File: src/rtl/uart_rx_pkg.sv
// rtl/uart_rx_pkg.sv - UART receive shared types and sizing helpers; PARITY state exists only with UART_RX_PARITY_EN
package uart_rx_pkg;

`ifdef UART_RX_PARITY_EN
    typedef enum logic [2:0] {IDLE, START, DATA, STOP, LOAD, PARITY} rx_state_t;
`else
    typedef enum logic [2:0] {IDLE, START, DATA, STOP, LOAD} rx_state_t;
`endif

    function automatic int timer_width(input int clks_per_bit);
        return $clog2(clks_per_bit + 1);
    endfunction

    function automatic int half_period(input int clks_per_bit);
        return clks_per_bit / 2;
    endfunction

endpackage

File: src/rtl/rx_bit_timer.sv
// rtl/rx_bit_timer.sv - bit-period counter counting 1..rollover, tick on the rollover count
module rx_bit_timer #(
    parameter int WIDTH = 4
) (
    input  logic             clk,
    input  logic             n_rst,
    input  logic             clear,
    input  logic             count_enable,
    input  logic [WIDTH-1:0] rollover_val,
    output logic [WIDTH-1:0] count_out,
    output logic             rollover_flag
);

    logic [WIDTH-1:0] r_count;

    always_ff @(posedge clk or negedge n_rst) begin
        if (!n_rst) begin
            r_count <= '0;
        end else if (clear) begin
            r_count <= '0;
        end else if (count_enable) begin
            r_count <= (r_count == rollover_val) ? WIDTH'(1) : r_count + 1'b1;
        end
    end

    assign count_out     = r_count;
    assign rollover_flag = count_enable && (r_count == rollover_val);

endmodule

File: src/rtl/uart_rx_frame.sv
// rtl/uart_rx_frame.sv - UART receive deframer with valid/ready output buffer; parity option UART_RX_PARITY_EN
module uart_rx_frame
    import uart_rx_pkg::*;
#(
    parameter int CLKS_PER_BIT = 10,
    parameter int DATA_BITS    = 8
) (
    input  logic                 clk,
    input  logic                 n_rst,
    input  logic                 serial_in,
    input  logic                 rx_ready,
    output logic [DATA_BITS-1:0] rx_data,
    output logic                 rx_valid,
    output logic                 framing_error,
    output logic                 overrun_error,
`ifdef UART_RX_PARITY_EN
    output logic                 parity_error,
`endif
    output logic                 busy
);

    localparam int TW = timer_width(CLKS_PER_BIT);
    localparam int IW = $clog2(DATA_BITS + 1);
    localparam logic [TW-1:0] ROLL_HALF = TW'(half_period(CLKS_PER_BIT));
    localparam logic [TW-1:0] ROLL_FULL = TW'(CLKS_PER_BIT);
    localparam logic [IW-1:0] LAST_IDX  = IW'(DATA_BITS - 1);

    rx_state_t            r_state;
    rx_state_t            w_next;
    logic [1:0]           r_sync;
    logic                 w_s_in;
    logic [DATA_BITS-1:0] r_shift;
    logic [IW-1:0]        r_bit_idx;
    logic                 w_clear;
    logic                 w_enable;
    logic                 w_tick;
    logic [TW-1:0]        w_rollover;
    logic                 w_load_evt;
    logic                 w_par_ok;
    logic                 w_good_load;

    always_ff @(posedge clk or negedge n_rst) begin
        if (!n_rst) begin
            r_sync <= 2'b11;
        end else begin
            r_sync <= {r_sync[0], serial_in};
        end
    end
    assign w_s_in = r_sync[1];

    assign w_rollover = (r_state == START) ? ROLL_HALF : ROLL_FULL;

    rx_bit_timer #(.WIDTH(TW)) u_timer (
        .clk          (clk),
        .n_rst        (n_rst),
        .clear        (w_clear),
        .count_enable (w_enable),
        .rollover_val (w_rollover),
        .count_out    (),
        .rollover_flag(w_tick)
    );

    always_ff @(posedge clk or negedge n_rst) begin
        if (!n_rst) begin
            r_state <= IDLE;
        end else begin
            r_state <= w_next;
        end
    end

    // The timer also runs on the detection cycle and is not cleared leaving START:
    // its natural wrap to 1 aligns data sampling to mid-bit.
    always_comb begin
        w_next   = r_state;
        w_clear  = 1'b0;
        w_enable = 1'b1;
        case (r_state)
            IDLE: begin
                w_enable = !w_s_in;
                w_clear  = w_s_in;
                if (!w_s_in) w_next = START;
            end
            START: begin
                if (w_tick) begin
                    if (w_s_in) begin
                        w_next  = IDLE;
                        w_clear = 1'b1;
                    end else begin
                        w_next = DATA;
                    end
                end
            end
            DATA: begin
                if (w_tick && (r_bit_idx == LAST_IDX)) begin
`ifdef UART_RX_PARITY_EN
                    w_next = PARITY;
`else
                    w_next = STOP;
`endif
                end
            end
`ifdef UART_RX_PARITY_EN
            PARITY: begin
                if (w_tick) w_next = STOP;
            end
`endif
            STOP: begin
                if (w_tick) begin
                    w_next  = LOAD;
                    w_clear = 1'b1;
                end
            end
            LOAD: begin
                w_enable = 1'b0;
                w_clear  = 1'b1;
                w_next   = IDLE;
            end
            default: w_next = IDLE;
        endcase
    end

    always_ff @(posedge clk or negedge n_rst) begin
        if (!n_rst) begin
            r_shift   <= '0;
            r_bit_idx <= '0;
        end else begin
            if (r_state == START && w_tick) begin
                r_bit_idx <= '0;
            end else if (r_state == DATA && w_tick) begin
                r_shift   <= {w_s_in, r_shift[DATA_BITS-1:1]};
                r_bit_idx <= r_bit_idx + 1'b1;
            end
        end
    end

`ifdef UART_RX_PARITY_EN
    logic r_parity;

    always_ff @(posedge clk or negedge n_rst) begin
        if (!n_rst) begin
            r_parity <= 1'b0;
        end else if (r_state == PARITY && w_tick) begin
            r_parity <= w_s_in;
        end
    end
    assign w_par_ok = ~(^{r_shift, r_parity});
`else
    assign w_par_ok = 1'b1;
`endif

    // Output registers update on the stop-bit tick so the word is visible as LOAD is entered.
    assign w_load_evt  = (r_state == STOP) && w_tick;
    assign w_good_load = w_load_evt && w_s_in && w_par_ok;

    always_ff @(posedge clk or negedge n_rst) begin
        if (!n_rst) begin
            rx_data       <= '0;
            rx_valid      <= 1'b0;
            framing_error <= 1'b0;
            overrun_error <= 1'b0;
        end else begin
            overrun_error <= w_good_load && rx_valid && !rx_ready;
            if (w_good_load) begin
                rx_data  <= r_shift;
                rx_valid <= 1'b1;
            end else if (rx_valid && rx_ready) begin
                rx_valid <= 1'b0;
            end
            if (w_load_evt) framing_error <= !w_s_in;
        end
    end

`ifdef UART_RX_PARITY_EN
    always_ff @(posedge clk or negedge n_rst) begin
        if (!n_rst) begin
            parity_error <= 1'b0;
        end else if (w_load_evt) begin
            parity_error <= !w_par_ok;
        end
    end
`endif

    assign busy = (r_state != IDLE);

endmodule

File: config.mk
export PLATFORM = sky130hd
export DESIGN_NAME = uart_rx_frame
export DESIGN_NICKNAME = d
export VERILOG_FILES = /design/src/rtl/uart_rx_pkg.sv /design/src/rtl/rx_bit_timer.sv /design/src/rtl/uart_rx_frame.sv
export SDC_FILE = /design/constraint.sdc
export NUM_CORES = 1
export LEC_CHECK = 0
export ABC_CLOCK_PERIOD_IN_PS = 1800
export CELL_PAD_IN_SITES_DETAIL_PLACEMENT = 2
export CELL_PAD_IN_SITES_GLOBAL_PLACEMENT = 2
export CORE_MARGIN = 1
export CORE_UTILIZATION = 39
export CTS_BUF_LIST = sky130_fd_sc_hd__clkbuf_4 sky130_fd_sc_hd__clkbuf_8
export DETAILED_ROUTE_END_ITERATION = 8
export MAX_ROUTING_LAYER = met4
export PLACE_DENSITY_LB_ADDON = 0.05
export RECOVER_POWER = 100
export SLEW_MARGIN = 20
export SYNTH_ARGS = -nofsm -noshare
export SYNTH_HDL_FRONTEND = slang
export SYNTH_SLANG_ARGS = --single-unit
export TNS_END_PERCENT = 100
File: constraint.sdc
create_clock -name clk -period 1.8 [get_ports clk]
set_input_delay 0.36 -clock clk [delete_from_list [all_inputs] [get_ports clk]]
set_output_delay 0.36 -clock clk [all_outputs]
set_load 0.01 [all_outputs]
After elaboration in Yosys (flattened, before gate mapping):

Cells that the tools add are included.

* eq/ne operators: 10
* $add $sub $neg: 2
* bitwise gates (word level): 1
* reduce and logical (&&, ||, !) cells: 18
* multiplexer cells: 19

Operators by type and width (count)
* $mux W4: 6
* $mux W3: 4
* $pmux W3 S4: 1
* $logic_and A1 B1 Y1: 9
* $add A4 B1 Y4 const B: 2
* $ne A2 B2 Y1 const B: 4
* $eq A3 B2 Y1 const B: 2
* $reduce_bool A2 Y1: 3
* $mux W1: 5
* $eq A4 B3 Y1 const B: 1
* $eq A4 B4 Y1: 1
* $pmux W1 S4: 1
* $reduce_and A4 Y1: 1
* $eq A3 B1 Y1 const B: 1
* $eq A3 B3 Y1 const B: 1
* $logic_not A3 Y1: 1
* $reduce_bool A3 Y1: 1
* $logic_not A1 Y1: 2
* $mux W2: 1
* $pmux W1 S2: 1
* $reduce_and A2 Y1: 1
* $not A1 Y1: 1

* input bits: 4
* logic and storage cells: 59
* register bits after elaboration: 32
* output and inout port bits: 12

Logic depth before layout (Yosys ltp):

* depth in word-level cells: 8
* depth in mapped cells: 5

Hierarchy:

A second synthesis with hierarchy kept.

* cell total of the unflattened synthesis: 125
* area, all modules: 1512.7 µm²

Modules (own cells, without submodules)
* uart_rx_frame: times used 1, area an instance 1234.9 µm², cells an instance 97, sequential area each 703.2 µm²
* rx_bit_timer: times used 1, area an instance 277.8 µm², cells an instance 28, sequential area each 100.1 µm²

Least setup slack after synthesis:

Ideal clock, no wire load.

* path kind: register -> register
* start point: register r_state[2]
* end point: register r_bit_idx[3]
* data required time: 1.727 ns
* setup time: 0.073 ns
* data arrival time: 1.423 ns
* period minus slack after synthesis: 1.497 ns
* path slack: 0.303 ns
* cell stages (with the launch flop): 4
* buffers on the path: 0
* cell sequence: dfrtp_1 > or3b_4 > or4_4 > a21oi_2

* cells in the longest elaborated chain, start to end: 6
* elaborated cells on any way between the ends: 12

Ends and longest elaborated chain
* start: declaration: RTL line uart_rx_frame.sv:28 `rx_state_t r_state;`
* start signal: assignment: RTL line uart_rx_frame.sv:67 `r_state <= w_next;`
* $eq A3 B1 Y1: RTL line uart_rx_frame.sv:51, uart_rx_frame.sv:127
* $mux W4: RTL line uart_rx_frame.sv:51 `assign w_rollover = (r_state == START) ? ROLL_HALF : ROLL_FULL;`
* $eq A4 B4 Y1: RTL line rx_bit_timer.sv:27 `assign rollover_flag = count_enable && (r_count == rollover_val);`
* $logic_and A1 B1 Y1: RTL line rx_bit_timer.sv:27
* $logic_and A1 B1 Y1, on equally long branches: RTL line uart_rx_frame.sv:127, uart_rx_frame.sv:129
* $mux W4 or $reduce_bool A2 Y1 (tied branches)
* end signal: assignment: RTL line uart_rx_frame.sv:131 `r_bit_idx <= r_bit_idx + 1'b1;`
* end: declaration: RTL line uart_rx_frame.sv:33 `logic [IW-1:0] r_bit_idx;`

Parallel ways exist; a longest one is shown, timed or not.
A chain may end at the register's enable or synchronous reset.

Final worst setup path:

* start point: register framing_error
* end point: output framing_error

RTL lines
* start: declaration: RTL line uart_rx_frame.sv:14 `output logic framing_error,`
* start signal: assignment: RTL line uart_rx_frame.sv:169 `if (w_load_evt) framing_error <= !w_s_in;`

No word-level cell between the ends.

==> impl_table.tex <==
\begin{tabular}{lr}
\hline
Metric & Value \\
\hline
\multicolumn{2}{l}{\textbf{Global routing}} \\
\quad Antenna violations before repair & 0 \\
\quad Global route total overflow & 0 \\
\quad Largest net degree at the start of global routing & 33 \\
\quad Number of global-route vias before repair & $\sim$1100 \\
\quad Global-route usage over all layers & a little over a fifth \\
\quad First-pass GRT wire length & roughly 5300 um \\
\multicolumn{2}{l}{\textbf{Critical path}} \\
\quad Nature of the critical path startpoint & flip-flop \\
\quad Highest net fanout along the worst path & 2 \\
\quad Worst path slowest cell & dlygate4sd3\_1 \\
\quad Critical path, cell by cell & dlygate4sd3\_1 \\
\quad Data arrival time of the critical path & approximately 1.3 ns \\
\quad Cell family contributing the most delay on the critical path & buffers and inverters \\
\quad Worst setup path category & flip-flop to output port \\
\quad Logic depth of the worst setup path including buffers & 1 \\
\quad Reg2Reg Depth & 4 \\
\quad Critical Path Sink Type & output port \\
\quad Worst reg-to-reg setup slack & between 0.1 and 0.15 ns \\
\quad Largest stage delay on the critical path & 0.61 ns \\
\quad Critical path data required time & approximately 1.4 ns \\
\quad Sum of buffers and inverters on the critical path & 1 \\
\multicolumn{2}{l}{\textbf{Power and ir drop}} \\
\quad Comb power frac & 29.4\% \\
\quad Leakage & roughly 0.8 nW \\
\quad IR Drop Worst-Case VDD & between 500 and 600 uV \\
\quad Internal power consumption & roughly 1.3 mW \\
\quad Switching pwr & 657.4 uW \\
\quad Part of the power in registers & around half \\
\quad Total power divided by cell area & around 1200 mW/mm\^{}2 \\
\quad Switching fraction of total power & 33.80\% \\
\quad Clock share of power & 22.3\% \\
\multicolumn{2}{l}{\textbf{STA}} \\
\quad Unrepaired setup endpoints after global routing & false \\
\quad Worst setup margin & between 0.09 and 0.1 ns \\
\quad Fin. max-slew vios & 0 \\
\quad Minimum clock period after layout & $\sim$1.7 ns \\
\quad Slew margin rel. & approximately 47\% \\
\quad Final clock skew & approximately 0.013 ns \\
\quad Number of setup violations in the final report & 0 \\
\quad Setup TNS Final & 0 ns \\
\quad Ratio of final minimum period to clock period & between 90\% and 100\% \\
\quad Achievable Freq & between 0.5 and 0.6 GHz \\
\quad Slew @ Worst Pin & 0.7992 ns \\
\quad Hold Vio Cnt, Final & 0 \\
\multicolumn{2}{l}{\textbf{Floorplan}} \\
\quad Die footprint & between 0.003 and 0.004 sq mm \\
\quad Die span in y & between 60 and 70 um \\
\quad Top-level I/O count & 16 \\
\quad Core outline area & 0.003390 sq mm \\
\quad Starting density of the core & a little over 40\% \\
\quad Standard-cell row count & 21 \\
\quad Horiz. Die Dim & 61.84 um \\
\multicolumn{2}{l}{\textbf{Synth}} \\
\quad Number of flip-flops and latches in the synthesized netlist & 32 \\
\quad EDFF count, synth & 0 \\
\quad Mapped Area & 0.001396 sq mm \\
\quad Synthesized Nets & 115 \\
\quad Leading post-synthesis cells by instance count & dfrtp\_1 (30), mux2\_2 (16), a21oi\_1 (5), nor2\_1 (5), o21ai\_0 (5) \\
\quad Area share of the largest cell type after synthesis & a little over half \\
\quad Sequential area share after synthesis & $\sim$58\% \\
\quad Synth Flop Type & dfrtp\_1 \\
\quad Biggest area consumer among synthesized cells & dfrtp\_1 \\
\quad Fraction of registers with async set/reset & 100.0\% \\
\quad Library cell with the highest instance count after synthesis & dfrtp\_1 \\
\quad Leading post-synthesis cells by cell area & dfrtp\_1 (54\%), mux2\_2 (13\%), dfstp\_2 (3.8\%) \\
\quad Number of different library cells in the post-synthesis netlist & 38 \\
\quad Synthesized area per cell & between 10 and 15 sq um \\
\quad Yosys synthesis warning count & 0 \\
\quad Synthesized instance count & between 100 and 150 \\
\multicolumn{2}{l}{\textbf{Min path}} \\
\quad Cell depth of the worst hold path & 0 \\
\quad Worst min path class & flip-flop to flip-flop \\
\multicolumn{2}{l}{\textbf{Place}} \\
\quad Port-buffer cells & 15 \\
\quad Placed wire-length estimate after detailed placement & $\sim$2300 um \\
\quad Placer's final routability congestion estimate & 0.7845 \\
\quad Worst slack at placement & about 0.16 ns \\
\multicolumn{2}{l}{\textbf{Flow run}} \\
\quad Max cap viols & 0 \\
\multicolumn{2}{l}{\textbf{Run status}} \\
\quad Result of the run & complete, no violations \\
\multicolumn{2}{l}{\textbf{Drt}} \\
\quad Remaining antenna violation count & 0 \\
\quad Initial DRC count & 40 \\
\quad Total detailed-routing wirelength & roughly 3200 um \\
\quad DRC violations left & 0 \\
\quad Average routed wire per standard cell & approximately 18 um \\
\quad Vias per cell & $\sim$5.4 \\
\quad Count of TritonRoute iterations in the first routing pass & 4 \\
\quad Via total after detailed routing & about 1000 \\
\multicolumn{2}{l}{\textbf{Clock network}} \\
\quad Worst-path clk slew & about 0.090 ns \\
\quad CTS tree & done \\
\quad Buffer type at the clock tree root & clkbuf\_4 \\
\quad Later-pin clock latency in the skew report & between 0.3 and 0.4 ns \\
\quad Clock sinks & 32 \\
\quad Number of buffers created by CTS & 5 \\
\quad Clock H-tree levels & 2 \\
\quad Maximum buffer depth of the clock tree & 2 \\
\multicolumn{2}{l}{\textbf{Layout}} \\
\quad \# diodes & 0 \\
\quad Layout Area Growth over Synthesis & 20.88\% \\
\quad Final net count & 141 \\
\quad Ratio of cells with drive above 1 in the final layout & between 20\% and 30\% \\
\hline
\end{tabular}
==> state kept, by name, summed over array words and instances (netlist names) <==
register	count
r_sync	2
rx_data	8
rx_valid	1
overrun_error	1
r_state	3
framing_error	1
r_shift	8
u_timer.count_out	4
r_bit_idx	4
==> layout make-up <==
type	count	area, sq um
fill	346	1702
sequential	32	804.5
multi-input combinational	71	560.5
timing repair buffer	23	197.7
clock buffer	8	60.06
tap	46	57.56
inverter	2	7.507
==> cells by family after synthesis <==
group	Yosys count	synth area share [%]
XOR/XNOR	1	0.6274
AND/OR/NAND/NOR	34	16.76
flip-flops	32	57.53
buffers and inverters	6	2.061
multiplexers	17	13.62
adder cells (fa/ha/maj)	2	1.792
AO/OA/AOI/OAI	17	7.616
==> cell usage in the layout (no fill, tap or decap), drive strengths merged, types with 3 or more instances in the layout <==
| cell type | netlist | routed |
|---|---|---|
| mux2 | 16 | 16 |
| nand2b | 4 | 4 |
| nor3 | 3 | 3 |
| nor2 | 5 | 5 |
| o21ai | 5 | 5 |
| dfrtp | 30 | 30 |
| dlygate4sd3 | 0 | 13 |
| buf | 3 | 4 |
| a21oi | 6 | 6 |
| clkbuf | 1 | 12 |
| or4 | 3 | 3 |
==> layer usage <==
metal,track usage (%),routed length (um)
met5,-,0
met4,11.11,72
met3,4.762,98
met2,31.64,1583
met1,26.05,1483
==> through the flow <==
stage	hold slack, ns	power (mW)	std cells	cell area, sq um	util [%]
floorplan	0.06441	1.307	109	1396	-
global placement	0.3503	1.503	173	1635	48.25
detailed placement	0.3471	1.542	173	1635	48.25
CTS	0.3636	1.983	182	1703	50.24
global route	0.3699	2.081	182	1688	49.80
finish	0.3611	1.945	182	1688	49.80
==> power groups by stage <==
stage	logic (mW)	registers (mW)	clock network, mW
after floorplan	0.397	0.910	0
after global placement	0.568	0.935	0
after detailed placement	0.593	0.948	0
after CTS	0.593	0.936	0.454
after global routing	0.644	0.962	0.475
final	0.573	0.939	0.433
==> path summary, 6_finish.rpt <==
| kind | from | end |
|---|---|---|
| max reg2reg | r_state[1] | r_bit_idx[2] |
| min in group asynchronous | n_rst | r_shift[1] |
| max in group asynchronous | n_rst | r_state[2] |
| max | framing_error | framing_error |
| min | r_sync[0] | r_sync[1] |
| min reg2reg | r_sync[0] | r_sync[1] |
==> timing repair <==
item / CTS / global route
setup endpoints to repair: 1 / 1
buffers inserted: 1 / 0
resized for setup: 2 / 1
hold buffers: 0 / 0
(Power assumes the default switching activity.)
